File: config.mk
export PLATFORM = sky130hd
export DESIGN_NAME = disparity_wta
export DESIGN_NICKNAME = d
export VERILOG_FILES = /design/src/rtl/disparity_wta.sv
export SDC_FILE = /design/constraint.sdc
export NUM_CORES = 1
export LEC_CHECK = 0
export ABC_AREA = 0
export CAP_MARGIN = 20
export CELL_PAD_IN_SITES_DETAIL_PLACEMENT = 1
export CELL_PAD_IN_SITES_GLOBAL_PLACEMENT = 1
export CORE_MARGIN = 2
export CORE_UTILIZATION = 42
export CTS_CLUSTER_SIZE = 20
export DETAILED_ROUTE_END_ITERATION = 8
export PLACE_DENSITY = 0.77
export SKIP_LAST_GASP = 1
export SLEW_MARGIN = 20
export SYNTH_ARGS = -nofsm -noshare
export SYNTH_HDL_FRONTEND = slang
export SYNTH_SLANG_ARGS = --single-unit
File: constraint.sdc
create_clock -name clk -period 2.39 [get_ports clk]
set_clock_uncertainty 0.05 [all_clocks]
set_input_delay 0.478 -clock clk [delete_from_list [all_inputs] [get_ports clk]]
set_output_delay 0.478 -clock clk [all_outputs]
set_load 0.01 [all_outputs]
File: src/rtl/disparity_wta.sv
// Winner-take-all disparity selector: tracks min / second-min cost over one pixel's
// disparity sweep and presents the winner through a registered valid/ready output.
module disparity_wta #(
  parameter  int COST_W      = 10,
  parameter  int DISP_RANGE  = 64,
  parameter  int UNIQ_MARGIN = 0,
  localparam int DISP_W      = (DISP_RANGE > 1) ? $clog2(DISP_RANGE) : 1
) (
  input  logic              clk,
  input  logic              rst,
  input  logic [COST_W-1:0] in_cost,
  input  logic              in_valid,
  output logic              in_ready,
  output logic [DISP_W-1:0] out_disp,
  output logic [COST_W-1:0] out_cost,
  output logic              out_ambig,
  output logic              out_valid,
  input  logic              out_ready
);

  localparam logic [DISP_W-1:0] LAST_D = DISP_W'(DISP_RANGE - 1);

  logic [DISP_W-1:0] d_p0;
  logic [COST_W-1:0] min_cost_p0;
  logic [COST_W-1:0] second_cost_p0;
  logic [DISP_W-1:0] min_idx_p0;

  logic [COST_W-1:0] nxt_min;
  logic [COST_W-1:0] nxt_second;
  logic [DISP_W-1:0] nxt_idx;

  logic [DISP_W-1:0] disp_p1;
  logic [COST_W-1:0] cost_p1;
  logic              ambig_p1;
  logic              vld_p1;

  logic first_beat;
  logic last_beat;
  logic accept;
  logic load;

  // Unsigned gap between runner-up and winner, one bit wider so it cannot wrap.
  function automatic logic ambig_of(input logic [COST_W-1:0] lo,
                                    input logic [COST_W-1:0] hi);
    logic [COST_W:0] diff;
    diff = {1'b0, hi} - {1'b0, lo};
    return (UNIQ_MARGIN != 0) && (32'(diff) < 32'(UNIQ_MARGIN));
  endfunction

  assign first_beat = (d_p0 == '0);
  assign last_beat  = (d_p0 == LAST_D);
  // Only the final beat of a pixel needs a free output slot.
  assign in_ready   = !(vld_p1 && !out_ready && last_beat);
  assign accept     = in_valid && in_ready;
  assign load       = accept && last_beat;

  always_comb begin
    nxt_min    = min_cost_p0;
    nxt_second = second_cost_p0;
    nxt_idx    = min_idx_p0;
    if (first_beat) begin
      nxt_min    = in_cost;
      nxt_second = '1;
      nxt_idx    = '0;
    end else if (in_cost < min_cost_p0) begin
      nxt_second = min_cost_p0;
      nxt_min    = in_cost;
      nxt_idx    = d_p0;
    end else if (in_cost < second_cost_p0) begin
      nxt_second = in_cost;
    end
  end

  // Stage p0: disparity counter and running trackers
  always_ff @(posedge clk or posedge rst) begin
    if (rst) begin
      d_p0           <= '0;
      min_cost_p0    <= '0;
      second_cost_p0 <= '0;
      min_idx_p0     <= '0;
    end else if (accept) begin
      d_p0           <= last_beat ? '0 : d_p0 + DISP_W'(1);
      min_cost_p0    <= nxt_min;
      second_cost_p0 <= nxt_second;
      min_idx_p0     <= nxt_idx;
    end
  end

  // Stage p1: result register, fields only change on a load
  always_ff @(posedge clk or posedge rst) begin
    if (rst) begin
      vld_p1   <= 1'b0;
      disp_p1  <= '0;
      cost_p1  <= '0;
      ambig_p1 <= 1'b0;
    end else if (load) begin
      vld_p1   <= 1'b1;
      disp_p1  <= nxt_idx;
      cost_p1  <= nxt_min;
      ambig_p1 <= ambig_of(nxt_min, nxt_second);
    end else if (vld_p1 && out_ready) begin
      vld_p1   <= 1'b0;
    end
  end

  assign out_disp  = disp_p1;
  assign out_cost  = cost_p1;
  assign out_ambig = ambig_p1;
  assign out_valid = vld_p1;

endmodule

# After elaboration in Yosys (flattened, before gate mapping)
# Cells that the tools add are included.
[word_totals]
ff_bits = 39
input_bits = 14
out_inout_bits = 19
wordCells = 25
[classes]
eq_ne = 1
reduce_logical = 9
n_addsub = 1
n_lt_le_gt_ge = 1
muxes = 7
[ops]
columns = ["op", "count"]
rows = [
  ["two-way mux 10 bit", 2],
  ["two-way mux 6 bit", 3],
  ["less-than comparator 10 bit", 1],
  ["adder 6 x 1 -> 6 bit, second input constant", 1],
  ["== test 6 bit, second input constant", 1],
  ["logical NOT 6 bit", 1],
  ["logical AND 1 bit", 5],
  ["logical NOT 1 bit", 2],
  ["two-way mux 1 bit", 2],
  ["nonzero test 2 bit", 1],
]

# Logic depth before layout (Yosys ltp)
# Gate-level depths: netlist of run 1.
[depth]
depth_word = 7
mapped_depth = 8
depth_no_buf = 7

# Worst setup path before layout of run 1
# No wires, ideal clock.
[synth_path]
path_type = "input -> register"
from = "input port in_cost[3]"
to = "register min_cost_p0[0]"
slack_ns = 0.222
arrival_time_ns = 1.993
setup_time_ns = 0.125
t_required_ns = 2.215
n_path_buf = 1
cell_stages = 7
cell_sequence = "ha_1 -> a211oi_1 -> nor2_1 -> a2bb2oi_1 -> o211ai_4 -> buf_6 -> mux2_4"
[synth_between]
elab_chain_len = 3
[synth_rtl]
columns = ["element", "line_no", "rtl"]
rows = [
  ["start: declaration", "11", "input logic [COST_W-1:0] in_cost,"],
  ["less-than comparator 10 bit", "65", "end else if (in_cost < min_cost_p0) begin"],
  ["two-way mux 10 bit", "65", ""],
  ["two-way mux 10 bit", "61", "if (first_beat) begin"],
  ["end signal: assignment", "83", "min_cost_p0 <= nxt_min;"],
  ["end: declaration", "24", "logic [COST_W-1:0] min_cost_p0;"],
]
# No other way between the ends.
# A chain may end at the register's enable or synchronous reset.

# Worst setup path after layout of run 1
[layout_path]
from = "input port in_cost[5]"
to = "register cost_p1[8], in the netlist out_cost[8]"
[layout_between]
elab_chain_len = 3
[layout_rtl]
columns = ["element", "line_no", "rtl"]
rows = [
  ["less-than comparator 10 bit", "65", ""],
  ["two-way mux 10 bit", "65", ""],
  ["two-way mux 10 bit", "61", ""],
  ["end signal: assignment", "99", "cost_p1 <= nxt_min;"],
  ["end: declaration", "33", "logic [COST_W-1:0] cost_p1;"],
]
# No other way between the ends.

==> results of run 1 <==
timing repair:
| item | in CTS | in global routing |
|---|---|---|
| pin swaps | 2 | 4 |
| setup endpoints to repair | 27 | 29 |
| hold buffers | 0 | 0 |
| buffers inserted | 3 | 0 |
| gates resized for setup | 3 | 14 |
synth_stat cells, types with 2 or more instances:
cell | instances | area, sq um
mux2i_1 | 2 | 20.0
mux2_4 | 4 | 60.1
nand4_1 | 3 | 18.8
nand2b_1 | 3 | 18.8
buf_2 | 6 | 30.0
buf_6 | 2 | 22.5
and3_1 | 2 | 12.5
a211oi_1 | 2 | 15.0
ha_1 | 11 | 138
dfrtp_1 | 39 | 976
a32o_1 | 2 | 20.0
mux2_2 | 6 | 67.6
xnor2_1 | 2 | 17.5
a22o_2 | 4 | 40.0
nor2_1 | 3 | 11.3
o211ai_1 | 26 | 195
clkbuf_1 | 2 | 7.51
a21oi_1 | 2 | 10.0
nand2_1 | 41 | 154
o21a_1 | 2 | 15.0
inv_1 | 12 | 45.0
or4_1 | 2 | 15.0
nand3_1 | 2 | 10.0
critical path, stage by stage:
cell,delay (ns)
clkdlybuf4s50_1,0.43
ha_1,0.34
a41oi_2,0.18
buf_4,0.19
nor3b_4,0.37
o21a_1,0.21
buf_4,0.17
o211ai_1,0.12
through the flow:
step	setup TNS, ns	utilization, %	std cells
floorplan	0	-	197
global placement	-8.22	54.4	306
detailed placement	-10.52	54.4	306
CTS	-0.0211	57.4	317
global route	-0.101	59.0	317
finish	0	59.0	317
placed cells by master (no fill, tap or decap), drive strengths merged, types with 3 or more instances in the layout:
cell	netlist	layout
and3	3	3
mux2	10	10
clkbuf	2	7
clkdlybuf4s50	0	28
dlymetal6s2s	0	3
nand4	3	3
nand2	41	41
a22o	4	4
dfrtp	39	39
nand2b	3	3
ha	11	11
inv	12	12
nor2	3	3
o211ai	27	27
buf	9	25
kinds of logic after synthesis:
group           count (synthesis)  share of synthesized area, %
fa+ha+maj                      11                          6.60
compound gates                 45                          18.1
flops                          39                          46.8
simple gates                   64                          15.0
xor+xnor                        2                         0.840
other cells                     1                         0.180
buf+inv                        23                          5.40
mux                            12                          7.08
report_power, final:
part           leakage [nW]  internal, mW  total [mW]  switching, mW
clock                0.0484         0.237       0.484          0.248
sequential            0.504         0.847        1.03          0.180
combinational         0.689         0.645        1.30          0.650
total                  1.24          1.73        2.81           1.08
sequential cells by signal, summed over array words and instances (netlist names):
name / flops
d_p0: 6
out_cost: 10
out_disp: 6
out_valid: 1
min_idx_p0: 6
min_cost_p0: 10
routing by layer:
metal | vias to the layer above | share of wire [%] | GRT usage (%)
met3 | 10 | 2.7 | 4.47
li1 | 805 | - | -
met4 | 0 | 1.6 | 6.55
met1 | 914 | 42 | 29.4
met2 | 39 | 53 | 43.0
met5 | - | 0 | 0
worst paths after layout:
kind	endpoint
worst max-delay path	out_cost[8]
worst max register to register	out_disp[0]
worst min-delay path	out_disp[5]
min in group asynchronous	out_cost[0]
max in group asynchronous	d_p0[0]
worst min register to register	out_disp[5]
area by class of cell:
type / instances / share of cell area (%)
Sequential cell: 39 / 34.8
Multi-Input combinational cell: 135 / 38.0
Clock buffer: 7 / 3.08
Inverter: 12 / 1.60
Clock inverter: 1 / 0.312
Tap cell: 67 / 2.99
Timing Repair Buffer: 56 / 19.2
==> results.yml, run 1 <==
floorplan:
  die_h_um: 74.5
  die_w_um: 74.5
  rows: 25
  core_area_sq_um: 4750
  num_io_pins: 33
  initial_core_util_pct: 43.8
  die_area_sq_um: 5540
pwr:
  pwr_density_cell_nw_per_um2: 1000
  irDropWorstVdd_uv: 466
  p_total_mw: 2.81
  p_leak_nw: 1.24
global_routing:
  grt_start_max_net_pins: 40
  grt_usage_pct: 23.9
  first_global_vias: 1897
  grt_pass1_wl_mm: 9.77
  antenna_found_initial: 0
  grt_overflow_total: 0
critical_path:
  crit_arrival_ns: 2.49
  crit_fanout: 7
  setup.worst_path.start_class: "input pin"
  crit_required_ns: 2.51
  endpoint_kind: "flip-flop"
  r2r_slack_ns: 0.22
  reg2reg_depth: 8
  critical_path_class: "input pin to flip-flop"
  r2r_start: "min_cost_p0[7]"
  critPathLaunch: "in_cost[5]"
timing:
  hold_viol: 0
  setup_violations: 0
  layout_min_cycle_time_ns: 2.37
  holdWs_ns: 0.458
  drv_slew: 0
  fmax_ghz: 0.422
  relSlewSlack_pct: 65.7
  worstMarginPinSlew_ns: 0.515
  setup_ws_ns: 0.0192
  fin_crit_sh_pct: 99.2
detailed_routing:
  drc: 0
  ant_nets: 0
  wl_mm: 6.19
  wl_per_cell_um: 19.5
  first_pass_iters: 4
  vias: 1768
  vias_per_cell: 5.58
  drt-initial-drc-count: 98
finish:
  regArea_sq_um: 977
  drive_above_1_share_pct: 24.4
  area_growth_pct: 34.6
  antenna_cells: 0
  final_cell_area_sq_um: 2810
  multi_input_area_sq_um: 1070
  fillCellCount: 520
  fin_nets: 274
synthesis:
  synth_cells: 197
  synth_area_sq_um: 2080
  synth-seq-area-share_pct: 46.8
  synth_ff_type: "dfrtp_1"
  synth_edf_count: 0
  ys_types: 40
  synth.avg_cell_area_sq_um: 10.6
  synth_fp_nets: 222
  yosysWarnings: 0
  synth_seq_cells: 39
  ys_async_sr_fraction_pct: 100
clock_network:
  clk_latency_ns: 0.30
  htreeDepth: 2
  clock_sinks: 39
  clk_pin_slew_ns: 0.08
  cts-root-buf: "clkbuf_8"
  numCtsBuffers: 5
  clk_path_buf_depth: 2
  tritoncts: "done"
place:
  port_buffers: 31
  place_area_sq_um: 2590
  dp_hpwl_mm: 4.13
  place_congestion: 0.782
  place_ws_ns: -0.408
min_path:
  hold_class: "flip-flop to flip-flop"
  min-delay-start: "out_disp[5]"
  hold_path_depth: 2
job:
  cap_violations: 0
status:
  status: "finished, final reports clean"
Note: power is estimated with default switching activity, not from simulation.
==> run 2, diff against run 1 <==
--- a/config.mk
+++ b/config.mk
@@ -13,7 +13,7 @@
 export CORE_UTILIZATION = 42
 export CTS_CLUSTER_SIZE = 20
 export DETAILED_ROUTE_END_ITERATION = 8
-export PLACE_DENSITY = 0.77
+export PLACE_DENSITY_LB_ADDON = 0.1
 export SKIP_LAST_GASP = 1
 export SLEW_MARGIN = 20
 export SYNTH_ARGS = -nofsm -noshare
==> run 2 against run 1 <==
  * Cell area grew 4.7%
  * Core utilization rose by 2.8 points
  * Via count did not move
  * Sequential power barely moved
  * Fmax rose by 1.7%
  * Setup slack improved by 0.040 ns
  * Cell count is 2.2% higher
  * Largest cell class unchanged
  * Highest routed layer unchanged
==> results.yml, run 2 (synthesis results as in run 1) <==
timing:
  fmax_ghz: 0.429
  setup_violations: 0
  layout_min_cycle_time_ns: 2.33
  rsz0062_at_grt: "no"
  fin_crit_sh_pct: 97.5
  drv_slew: 0
  worstMarginPinSlew_ns: 0.503
  finalSetupTns_ns: 0
  hold_viol: 0
  relSlewSlack_pct: 66.5
critical_path:
  setup.worst_path.start_class: "input pin"
  critPathBufInv: 1
  crit_slowest_cell: "clkdlybuf4s50_1"
  critical_path_class: "input pin to flip-flop"
  critPathMaxStageDelay_ns: 0.46
  crit_required_ns: 2.52
  path_cells: "clkdlybuf4s50_1 -> ha_4 -> a21oi_1 -> o21a_2 -> nand2b_1 -> o211ai_4 -> mux2_2"
  crit_arrival_ns: 2.46
  critPathTopFamily: "compound AO/OA/AOI/OAI gates"
  endpoint_kind: "flip-flop"
  crit_fanout: 8
pwr:
  p_seq_share_pct: 33.8
  internal-power_mw: 1.92
  p_leak_nw: 1.31
  pwr_density_cell_nw_per_um2: 1050
  p_comb_share_pct: 47.3
  irDropWorstVdd_uv: 597
  p_total_mw: 3.07
  switchingPower_mw: 1.16
  pwr-share-clk_pct: 18.9
  p_sw_share_pct: 37.7
clock_network:
  clk_path_buf_depth: 2
  clock_sinks: 39
  htreeDepth: 2
  clk_latency_ns: 0.30
  clk_pin_slew_ns: 0.08
  tritoncts: "done"
  cts-root-buf: "clkbuf_8"
  numCtsBuffers: 5
  hold_buffers: 0
finish:
  final_util_pct: 61.8
  layout_commonest_cell: "nand2_1"
  drive_above_1_share_pct: 30.0
  most-common-layout-cells: "nand2_1 (41), dfrtp_1 (37), buf_4 (30)"
  regArea_sq_um: 978
  antenna_cells: 0
  instances_no_fill: 324
  final_cell_area_sq_um: 2940
  fin_nets: 281
  area_growth_pct: 40.9
  fillCellCount: 519
  multi_input_area_sq_um: 1150
detailed_routing:
  wl_per_cell_um: 19.6
  vias_per_cell: 5.46
  ant_nets: 0
  wl_mm: 6.34
  vias: 1768
  drc: 0
  drt-initial-drc-count: 72
  first_pass_iters: 4
global_routing:
  grt_overflow_total: 0
  antenna_found_initial: 0
  first_global_vias: 1909
  grt_pass1_wl_mm: 9.76
  grt_start_max_net_pins: 40
  grt_usage_pct: 23.7
place:
  place_congestion: 0.778
  dpl.cell_count: 314
  port_buffers: 31
  dp_hpwl_mm: 4.15
  place_area_sq_um: 2640
status:
  status: "finished, final reports clean"
floorplan:
  die_h_um: 74.5
  die_w_um: 74.5
  rows: 25
  die_area_sq_um: 5540
  initial_core_util_pct: 43.8
  num_io_pins: 33
  core_area_sq_um: 4750
min_path:
  hold_class: "input pin to flip-flop"
job:
  cap_violations: 0
run 2: changes by cell type in the layout (fill, tap and decap cells not counted), moves of 2 or more:
cell             delta
ha_4                +3
o21a_1              -2
a21oi_1             +2
clkdlybuf4s50_1     -2
buf_12              -2
ha_1                -3
buf_4               +9
a21oi_2             -2
dlymetal6s2s_1      +2
run 2: routing by layer:
layer / track usage (%) / share of wire, % / vias up
li1: - / - / 827
met1: 31.8 / 46 / 891
met2: 39.5 / 48 / 38
met3: 4.61 / 3.0 / 12
met4: 6.15 / 2.9 / 0
met5: 0 / 0 / -
run 2: layout make-up:
cell class | instances | share of cell area [%]
multi-input cells | 136 | 39.3
clock inverters | 2 | 1.19
flip-flops and latches | 39 | 33.3
clock buffers | 6 | 2.81
repair buffers | 62 | 19.0
inverters | 12 | 1.53
well taps | 67 | 2.85
run 2: worst reg2reg max path, delay by kind of cell (launching register included):
| family | cells | cell delay (ns) |
|---|---|---|
| and+or+nand+nor | 2 | 0.22 |
| buffers and inverters | 1 | 0.08 |
| DFF | 1 | 0.44 |
| AOI/OAI and AO/OA | 2 | 0.53 |
| adders and majority gates | 1 | 0.34 |
| muxes | 1 | 0.43 |
run 2: power groups by stage:
stage	Clock, mW	Sequential, mW	Combinational, mW
2_1_floorplan	0	0.977	0.689
3_3_place_gp	0	1.02	1.06
3_5_place_dp	0	1.03	1.12
4_1_cts	0.580	1.02	1.23
5_1_grt	0.616	1.06	1.57
6_report	0.581	1.04	1.45
run 2: timing repair:
action | 4_1_cts | 5_1_grt
buffers inserted | 1 | 0
gates cloned | 1 | 0
endpoints found under the setup margin | 33 | 33
pin swaps | 1 | 12
resized for setup | 6 | 23
run 2: path summary, 6_finish.rpt:
kind                                start             end  slack (ns)  cells after the start
setup / recovery               in_cost[7]  min_cost_p0[4]        0.06                      7
hold / removal                 in_cost[4]     out_cost[4]        0.45                      3
setup reg to reg           min_cost_p0[4]  min_cost_p0[4]        0.18                      7
hold reg to reg               out_disp[1]     out_disp[1]        0.45                      2
max in group asynchronous             rst         d_p0[1]        1.36                      3
min in group asynchronous             rst     out_cost[0]        0.55                      3
run 2: per-stage QoR:
| stage | hold slack, ns | worst slack, ns |
|---|---|---|
| 2_1_floorplan | 0.416 | 0.222 |
| 3_3_place_gp | 0.429 | -0.305 |
| 3_5_place_dp | 0.441 | -0.395 |
| 4_1_cts | 0.459 | 0.00374 |
| 5_1_grt | 0.462 | 0.0103 |
| 6_report | 0.452 | 0.0587 |
